File: config.mk
export PLATFORM = sky130hd
export DESIGN_NAME = debug_patgen
export DESIGN_NICKNAME = d
export VERILOG_FILES = /design/src/rtl/debug_patgen.sv
export SDC_FILE = /design/constraint.sdc
export NUM_CORES = 1
export LEC_CHECK = 0
export ABC_CLOCK_PERIOD_IN_PS = 9050
export CAP_MARGIN = 20
export CORE_MARGIN = 10
export CORE_UTILIZATION = 41
export CTS_CLUSTER_DIAMETER = 30
export CTS_CLUSTER_SIZE = 20
export DETAILED_ROUTE_END_ITERATION = 8
export PLACE_DENSITY = 0.61
export SETUP_SLACK_MARGIN = 0.15
export SLEW_MARGIN = 20
export SYNTH_ARGS = -nofsm -noshare
export SYNTH_HDL_FRONTEND = slang
export SYNTH_SLANG_ARGS = --single-unit
File: constraint.sdc
create_clock -name clk -period 9.05 [get_ports clk]
set_input_delay 2.2625 -clock clk [delete_from_list [all_inputs] [get_ports clk]]
set_output_delay 2.2625 -clock clk [all_outputs]
set_load 0.01 [all_outputs]
File: src/rtl/debug_patgen.sv
// debug_patgen: programmable debug pattern generator with a prescaler.
// Ports:
//   clk      - clock; all state changes on its rising edge
//   rst      - synchronous active-high reset
//   en       - run enable; low freezes the prescaler and data0
//   mode     - pattern select (up, down, hold, LFSR, walking one)
//   div      - prescaler divisor; one step every div+1 enabled cycles
//   load     - single-cycle load strobe, writes load_val into data0
//   load_val - value loaded into data0
//   data0    - registered pattern output
//   tick     - pulse in the first cycle a stepped data0 value is visible
//   wrap     - pulse with tick when the step completed a pattern period
module debug_patgen #(
    parameter int               WIDTH     = 16,
    parameter int               DIV_W     = 8,
    parameter logic [WIDTH-1:0] LFSR_POLY = 16'hB400,
    parameter logic [WIDTH-1:0] RST_VAL   = '0
) (
    input  logic             clk,
    input  logic             rst,
    input  logic             en,
    input  logic [2:0]       mode,
    input  logic [DIV_W-1:0] div,
    input  logic             load,
    input  logic [WIDTH-1:0] load_val,
    output logic [WIDTH-1:0] data0,
    output logic             tick,
    output logic             wrap
);

    localparam logic [DIV_W-1:0] C_ONE = {{(DIV_W-1){1'b0}}, 1'b1};
    localparam logic [WIDTH-1:0] D_ONE = {{(WIDTH-1){1'b0}}, 1'b1};

    logic [DIV_W-1:0] cnt;
    logic             step;
    logic [WIDTH-1:0] nxt;
    logic             nxt_wrap;

    // Counting past div (after div was lowered) runs on to all-ones,
    // which also steps, so the prescaler can never lock up.
    assign step = en && ((cnt == div) || (&cnt));

    always_comb begin
        nxt      = data0;
        nxt_wrap = 1'b0;
        case (mode)
            3'b000: begin
                nxt      = data0 + D_ONE;
                nxt_wrap = &data0;
            end
            3'b001: begin
                nxt      = data0 - D_ONE;
                nxt_wrap = ~|data0;
            end
            3'b011: begin
                // Zero is the LFSR lock-up state; reseed with 1.
                if (~|data0)
                    nxt = D_ONE;
                else
                    nxt = (data0 >> 1) ^ (data0[0] ? LFSR_POLY : '0);
                nxt_wrap = (nxt == D_ONE);
            end
            3'b100: begin
                if ($onehot(data0))
                    nxt = {data0[WIDTH-2:0], data0[WIDTH-1]};
                else
                    nxt = D_ONE;
                nxt_wrap = (nxt == D_ONE);
            end
            default: begin
                nxt      = data0;
                nxt_wrap = 1'b0;
            end
        endcase
    end

    always_ff @(posedge clk) begin
        if (rst) begin
            data0 <= RST_VAL;
            cnt   <= '0;
            tick  <= 1'b0;
            wrap  <= 1'b0;
        end else if (load) begin
            data0 <= load_val;
            cnt   <= '0;
            tick  <= 1'b0;
            wrap  <= 1'b0;
        end else if (step) begin
            data0 <= nxt;
            cnt   <= '0;
            tick  <= 1'b1;
            wrap  <= nxt_wrap;
        end else begin
            if (en)
                cnt <= cnt + C_ONE;
            tick <= 1'b0;
            wrap <= 1'b0;
        end
    end

endmodule

Word-level counts from Yosys, hierarchy flattened
Cells that the tools add are included.

Output and inout bits: 18. Bits in registers: 26.

Reductions and logical operators: 13. Equal/unequal tests: 7. Mux-type cells: 10. Add/subtract/negate cells: 18. Bitwise operators: 2.

Operators with widths (count): $mux 16 (7); $pmux 16 s4 (1); $eq 16x1->1 const B (2); $add 1x1->2 (8); $add 16x1->16 const B (1); $reduce_and 16->1 (1); $reduce_or 16->1 (1); $sub 16x1->16 const B (1); $xor 15x16->16 (1); $add 2x2->3 (4); $add 3x3->4 (2); $add 8x1->8 const B (1); $eq 8x8->1 (1); $reduce_and 8->1 (1); $reduce_or 3->1 (2); $add 4x4->5 (1); $eq 5x1->1 const B (1); $reduce_bool 5->1 (1); $pmux 1 s4 (1); $eq 3x1->1 const B (1); $eq 3x2->1 const B (1); $eq 3x3->1 const B (1); $logic_not 3->1 (1); $reduce_and 2->1 (1); other kinds (7) (7).

Longest topological paths before layout
Gate-level depths: netlist of run 1.

Depth in word-level cells: 10. Depth in mapped cells: 17. Depth with buffers taken out: 16.

Least setup slack after synthesis of run 1
Ideal clock, no wire load.

Path kind: input port to flip-flop. Start point: input mode[2]. End point: register data0[15]. Setup slack: 4129 ps. Data required time: 8990 ps. Data arrival time: 4860 ps. Cell stages on the path: 11. Buffers on the path: 1. Cell sequence: buf_4 -> nand2b_1 -> or2_2 -> inv_1 -> ha_1 -> and2_1 -> a221o_1 -> a31o_1 -> or4b_1 -> o311ai_1 -> a32o_1.

Cells in the longest elaborated chain, start to end: 4. Elaborated cells between the ends (all ways): 9. Those cells by class: eq/ne (3); mux (3); reduce/logical (3).

Ends and longest elaborated chain: start: declaration (line 22) `input logic [2:0] mode,`; $eq 3x3->1 (tied with other cells) (line 46) `case (mode)`; $pmux 16 s4 (line 46); $mux 16 (line 88) `end else if (step) begin`; $mux 16 (line 83) `end else if (load) begin`; end signal: assignment (line 84) `data0 <= load_val;`; end signal: assignment (line 89) `data0 <= nxt;`; end: declaration (line 26) `output logic [WIDTH-1:0] data0,`.

Parallel ways exist; a longest one is shown, timed or not. The select of a mux whose other input is x is not followed. A chain may end at the register's enable or synchronous reset.

Final worst setup path of run 1
Start point: register data0[0]. End point: register data0[6].

Cells in the longest elaborated chain, start to end: 10. Elaborated cells between the ends (all ways): 15. Those cells by class: add/sub (6); eq/ne (1); mux (7); reduce/logical (1).

Ends and longest elaborated chain: $add 1x1->2 (implied by the code) (line 64) `if ($onehot(data0))`; $add 2x2->3 (implied by the code) (line 64); $add 3x3->4 (implied by the code) (line 64); $add 4x4->5 (implied by the code) (line 64); $eq 5x1->1 (line 64); $mux 16 (line 64); $mux 16 (line 46); $pmux 16 s4 (*) (line 46); $mux 16 (*) (line 88); $mux 16 (*) (line 83).

Every way passes the cells marked *; elsewhere a longest branch is shown, timed or not. The select of a mux whose other input is x is not followed.

==> results of run 1 <==
==> Yosys cell counts, types with 3 or more instances <==
library cell and count:
a21o_1 7, a211oi_1 3, nor2b_1 5, or3_1 3, nand3_1 19, nor4_1 6
clkbuf_1 11, dfxtp_1 26, o21ai_0 16, and4_1 3, or4b_1 3, ha_1 22
and3_1 5, inv_1 30, nand4_1 14, a31oi_1 7, xor2_1 15, nor3_1 16
o221ai_1 4, fa_1 11, a21oi_1 28, a221oi_1 7, nand2_1 26, nor2_1 30
a221o_1 3, and2_1 5, buf_2 4, nand2b_1 3, a22oi_1 4, o21a_1 4
xnor2_1 6
==> layer usage <==
layer / vias up / GRT usage / part of all wire
met2: 150 / 0.2858 / 0.46
met1: 1498 / 0.2302 / 0.44
met5: - / 0 / 0
met4: 0 / 0.04739 / 0.019
met3: 15 / 0.03080 / 0.080
li1: 1538 / - / -
==> tightest hold or removal path, cell delays in order, from the launching register on <==
cell	delay [ns]
dfxtp_1	0.36
xnor2_1	0.16
nor2_1	0.04
==> final timing paths <==
path	from	end	slack (ns)	cells past startpoint
hold / removal	cnt[7]	cnt[7]	0.59	2
hold reg to reg	cnt[7]	cnt[7]	0.59	2
setup reg to reg	data0[0]	data0[6]	3.49	13
setup / recovery	data0[0]	data0[6]	3.49	13
==> registers in the layout, indices dropped and copies added, names as in the netlist <==
name and flops:
data0 16, cnt 8, tick 1, wrap 1
==> logic make-up (layout without fill, tap and decap cells) <==
logic type / count (synthesis) / count (layout) / share of synthesized area
AND/OR/NAND/NOR: 148 / 148 / 0.2588
AO/OA/AOI/OAI: 112 / 112 / 0.2609
flip-flops: 26 / 26 / 0.1720
XOR/XNOR: 21 / 21 / 0.06077
multiplexers: 4 / 4 / 0.01406
adder cells (fa/ha/maj): 33 / 33 / 0.1637
buffers and inverters: 49 / 82 / 0.06986
==> area by class of cell <==
class	count	area, um^2
multi-input combinational	318	2295
sequential	26	520.5
clock buffer	3	41.29
timing repair buffer	49	488.0
inverter	30	112.6
fill	754	3633
tap	99	123.9
==> metrics by stage <==
stage,instances,worst slack [ns]
after global placement,522,3.347
final,525,3.493
after CTS,525,3.489
after detailed placement,522,3.262
after floorplan,393,4.129
after global routing,525,3.200
==> report_power, final <==
group	switching (uW)	total (uW)	internal [uW]	leakage (uW)
Clock	44.7	74.8	30.1	0.0000216
Sequential	15.9	136	120	0.000213
Combinational	113	199	85.4	0.00124
==> flow_summary.json, run 1 <==
{
  "layout_commonest_cell": "clkdlybuf4s50_1",
  "crit_arrival_ns": 5.77,
  "maxSlewViolCount": 0,
  "grt_max_degree": 18,
  "outcome": "finished, final reports clean",
  "fin_util": 0.4964,
  "start_util": 0.4195,
  "clock_sinks": 26,
  "setup_viol": 0,
  "synth_area_leader_cell": "dfxtp_1",
  "clock-root-buffer": "clkbuf_8",
  "drt_iter0_drc": 252,
  "viasPerCell": 6.097,
  "min_path_type": "flip-flop to flip-flop",
  "vdd_drop_max_mv": 0.05966,
  "cp-end-kind": "flip-flop",
  "synth-main-ff-cell": "dfxtp_1",
  "power_density_nw_per_um2": 114.2,
  "criticalPathCategory": "flip-flop to flip-flop",
  "cts_resized": 0,
  "post_cts_buffers": 0,
  "timing.setup.tns_ns": 0,
  "ys_seq_area_frac": 0.1720,
  "rows": 31,
  "cpPeakStageDelay_ns": 0.89,
  "vias": 3201,
  "synth_seq_cells": 26,
  "syn_inst": 393,
  "syn_area_per_cell_um2": 7.701,
  "maxCapViolations": 0,
  "syn_area_um2": 3027,
  "antenna_found_initial": 0,
  "cts_tree": "built",
  "rsz0062_at_grt": "false",
  "yosys-top-cells-area": "dfxtp_1, ha_1, fa_1, a21oi_1, xor2_1",
  "io_buffers": 48,
  "crit_fanout": 13,
  "pin_count": 49,
  "p_leak_uw": 0.001478,
  "grt_pass1_vias": 3080,
  "numCtsBuffers": 3,
  "period_share": 0.6140,
  "htree_levels": 1,
  "period_needed_ns": 5.557,
  "grt_pass1_wl_um": 16260,
  "antennaDiodeCount": 0,
  "final_cell_mix": "clkdlybuf4s50_1, inv_1, nor2_1, a21oi_1",
  "ys_types": 65,
  "cp_top_family": "adder cells",
  "hold_buffers": 0,
  "grt_use_total": 0.1744,
  "fin_area_um2": 3581,
  "max_freq_ghz": 0.1800,
  "fin_worst_skew_ns": 0.008378,
  "globalRoute.totalOverflow": 0,
  "gp_congestion": 0.8860,
  "synth_top_area_share": 0.1720,
  "path_cells": "fa_1 -> fa_1 -> fa_1 -> inv_1 -> fa_1 -> inv_1 -> ha_1 -> fa_1 -> nor4b_1 -> and3_1 -> a221o_1 -> o221ai_1 -> o31ai_1",
  "coreArea_um2": 7214,
  "totalPowerFinal_uw": 409.0,
  "drc_errors": 0,
  "syn_to_final_growth_pct": 18.31,
  "clockBufferDepth": 2,
  "die_h_um": 105.9,
  "final_antenna_net_count": 0,
  "worstSetupStartpointType": "flip-flop",
  "placedInstanceArea_um2": 3540,
  "cp_num_buf_inv": 2,
  "tightest_slew_ns": 1.013,
  "synth_edf_count": 0,
  "drive_gt1_frac": 0.03521,
  "synth.net_count": 457,
  "synth-async-reset-ratio": 0,
  "postRouteWirelength_um": 10140,
  "dieArea_um2": 11220,
  "clk_pin_slew_ns": 0.11,
  "finalHoldViolCount": 0,
  "dieWidth_um": 105.9,
  "clock_latency_ns": 0.29,
  "nNetsFinal": 492,
  "crit_path_frequent_cell": "fa_1",
  "firstDrtPassIters": 5,
  "dp_hpwl_um": 7623,
  "required_ns": 9.26,
  "cpMaxStageDelayCell": "nor4b_1",
  "wire_per_inst_um": 19.32,
  "relSlewSlack": 0.3150,
  "hold_ws_ns": 0.5902,
  "yosys_warnings": 0
}
Power figures use the tool's default switching activity.
==> inputs of run 2 (changes only) <==
--- a/config.mk
+++ b/config.mk
@@ -5,7 +5,7 @@
 export SDC_FILE = /design/constraint.sdc
 export NUM_CORES = 1
 export LEC_CHECK = 0
-export ABC_CLOCK_PERIOD_IN_PS = 9050
+export ABC_CLOCK_PERIOD_IN_PS = 5800
 export CAP_MARGIN = 20
 export CORE_MARGIN = 10
 export CORE_UTILIZATION = 41
==> constraint.sdc (replaced) <==
create_clock -name clk -period 5.8 [get_ports clk]
set_input_delay 1.45 -clock clk [delete_from_list [all_inputs] [get_ports clk]]
set_output_delay 1.45 -clock clk [all_outputs]
set_load 0.01 [all_outputs]
==> flow_summary.json, run 2 (synthesized netlist as in run 1, its figures left out) <==
{
  "fin_util": 0.5109,
  "dieArea_um2": 11220,
  "antennaDiodeCount": 0,
  "vias": 3204,
  "path_cells": "inv_1 -> fa_1 -> inv_1 -> fa_1 -> fa_1 -> inv_1 -> fa_1 -> inv_1 -> ha_1 -> fa_1 -> or2_2 -> o21ai_0 -> and3_1 -> a221oi_1 -> a211oi_1",
  "pin_count": 49,
  "outcome": "finished, final reports clean",
  "timing.setup.tns_ns": 0,
  "top_register": "data0",
  "hp-start": "cnt[7]",
  "clockBufferDepth": 2,
  "grt_pass1_vias": 3222,
  "finalHoldViolCount": 0,
  "dp_hpwl_um": 7634,
  "postRouteWirelength_um": 10070,
  "drc_errors": 0,
  "p_int_uw": 429.0,
  "cts_resized": 0,
  "firstDrtPassIters": 5,
  "maxSlewViolCount": 0,
  "period_needed_ns": 4.994,
  "p_leak_uw": 0.001542,
  "grt_use_total": 0.1750,
  "cp_top_family": "adder cells",
  "clock_latency_ns": 0.29,
  "tightest_slew_ns": 1.027,
  "cpPeakStageDelay_ns": 0.60,
  "layout_commonest_cell": "clkdlybuf4s50_1",
  "max_freq_ghz": 0.2002,
  "min_path_type": "flip-flop to flip-flop",
  "reg_top3": "data0 (16), cnt (8)",
  "path_depth": 15,
  "cpMaxStageDelayCell": "and3_1",
  "fin_worst_skew_ns": 0.009262,
  "relSlewSlack": 0.3129,
  "crit_arrival_ns": 5.20,
  "numCtsBuffers": 3,
  "final_antenna_net_count": 0,
  "combPwrFrac": 0.481,
  "clock_sinks": 26,
  "multi_input_area_um2": 2295,
  "p_sw_uw": 271.0,
  "cp_num_buf_inv": 4,
  "vdd_drop_max_mv": 0.09533,
  "reg2reg_from": "data0[5]",
  "rsz0062_at_grt": "false",
  "die_h_um": 105.9,
  "drive_gt1_frac": 0.05950,
  "hold_buffers": 0,
  "drt_iter0_drc": 250,
  "pwr-share-clk": 0.232,
  "period_share": 0.8611,
  "cp-end-kind": "flip-flop",
  "clk_pin_slew_ns": 0.11,
  "power_frac_seq": 0.287,
  "final_cell_mix": "clkdlybuf4s50_1, inv_1, nor2_1, a21oi_1",
  "rows": 31,
  "io_buffers": 48,
  "post_cts_buffers": 0,
  "required_ns": 6.00,
  "criticalPathCategory": "flip-flop to flip-flop",
  "start_util": 0.4195,
  "switching_share": 0.3871,
  "seq_area_um2": 520.5,
  "hold_depth": 2,
  "syn_to_final_growth_pct": 21.79,
  "globalRoute.totalOverflow": 0,
  "holdPathEnd": "cnt[7]",
  "grt_max_degree": 18,
  "largest_reg_flops": 16,
  "num-fill-cells": 748,
  "dieWidth_um": 105.9,
  "antenna_found_initial": 0,
  "crit_path_frequent_cell": "fa_1",
  "dp_cells": 532,
  "htree_levels": 1,
  "reg2reg_depth": 15,
  "gp_congestion": 0.9243,
  "maxCapViolations": 0,
  "r2r_setup_slack_ns": 0.81,
  "crit_fanout": 12,
  "worstReg2RegEnd": "data0[2]",
  "viasPerCell": 5.978,
  "clock-root-buffer": "clkbuf_8",
  "setup_viol": 0,
  "power_density_nw_per_um2": 189.9,
  "cts_tree": "built",
  "worstSetupStartpointType": "flip-flop",
  "coreArea_um2": 7214,
  "finalNonFillerCells": 536,
  "wire_per_inst_um": 18.78,
  "nNetsFinal": 502,
  "grt_pass1_wl_um": 16330
}
[run 2: metal layers]
| metal | vias to the layer above | part of all wire | GRT usage |
|---|---|---|---|
| li1 | 1548 | - | - |
| met1 | 1526 | 0.45 | 0.2301 |
| met2 | 113 | 0.47 | 0.2814 |
| met3 | 17 | 0.063 | 0.03140 |
| met4 | 0 | 0.021 | 0.05996 |
| met5 | - | 0 | 0 |
[run 2: layout make-up]
type	count	area share
clock inverters	1	0.008147
clock buffers	3	0.01120
inverters	30	0.03055
repair buffers	59	0.1527
well taps	99	0.03360
flip-flops and latches	26	0.1412
multi-input cells	318	0.6225
[run 2: stage by stage]
step	power, uW	worst slack, ns	hold slack [ns]	instance area [um^2]
after floorplan	420.8	1.092	0.5245	3027
after global placement	528.9	0.9299	0.5658	3615
after detailed placement	539.2	0.8632	0.5711	3615
after CTS	700.2	0.8159	0.5983	3686
after global routing	756.5	0.5132	0.6379	3686
final	700.1	0.8055	0.5916	3686
[run 2: worst register-to-register path: stages (launching register included)]
cell and delay [ns]:
dfxtp_1 0.49, inv_1 0.11, fa_1 0.54, inv_1 0.05, fa_1 0.46, fa_1 0.52, inv_1 0.05, fa_1 0.49
inv_1 0.05, ha_1 0.20, fa_1 0.38, or2_2 0.30, o21ai_0 0.23, and3_1 0.60, a221oi_1 0.17, a211oi_1 0.28
[run 2: how the worst max path moves through the flow]
| stage | from | end | slack [ns] |
|---|---|---|---|
| floorplan | data0[5] | data0[1] | 1.09 |
| global placement | mode[0] | data0[15] | 0.93 |
| detailed placement | data0[5] | data0[6] | 0.86 |
| CTS | data0[5] | data0[6] | 0.82 |
| global route | data0[5] | data0[2] | 0.51 |
| finish | data0[5] | data0[2] | 0.81 |
[run 2: power by group through the flow]
stage	clock network (uW)	registers, uW	logic (uW)
floorplan	0	208	213
global placement	0	205	324
detailed placement	0	205	334
CTS	164	201	335
global route	174	203	380
finish	162	201	337
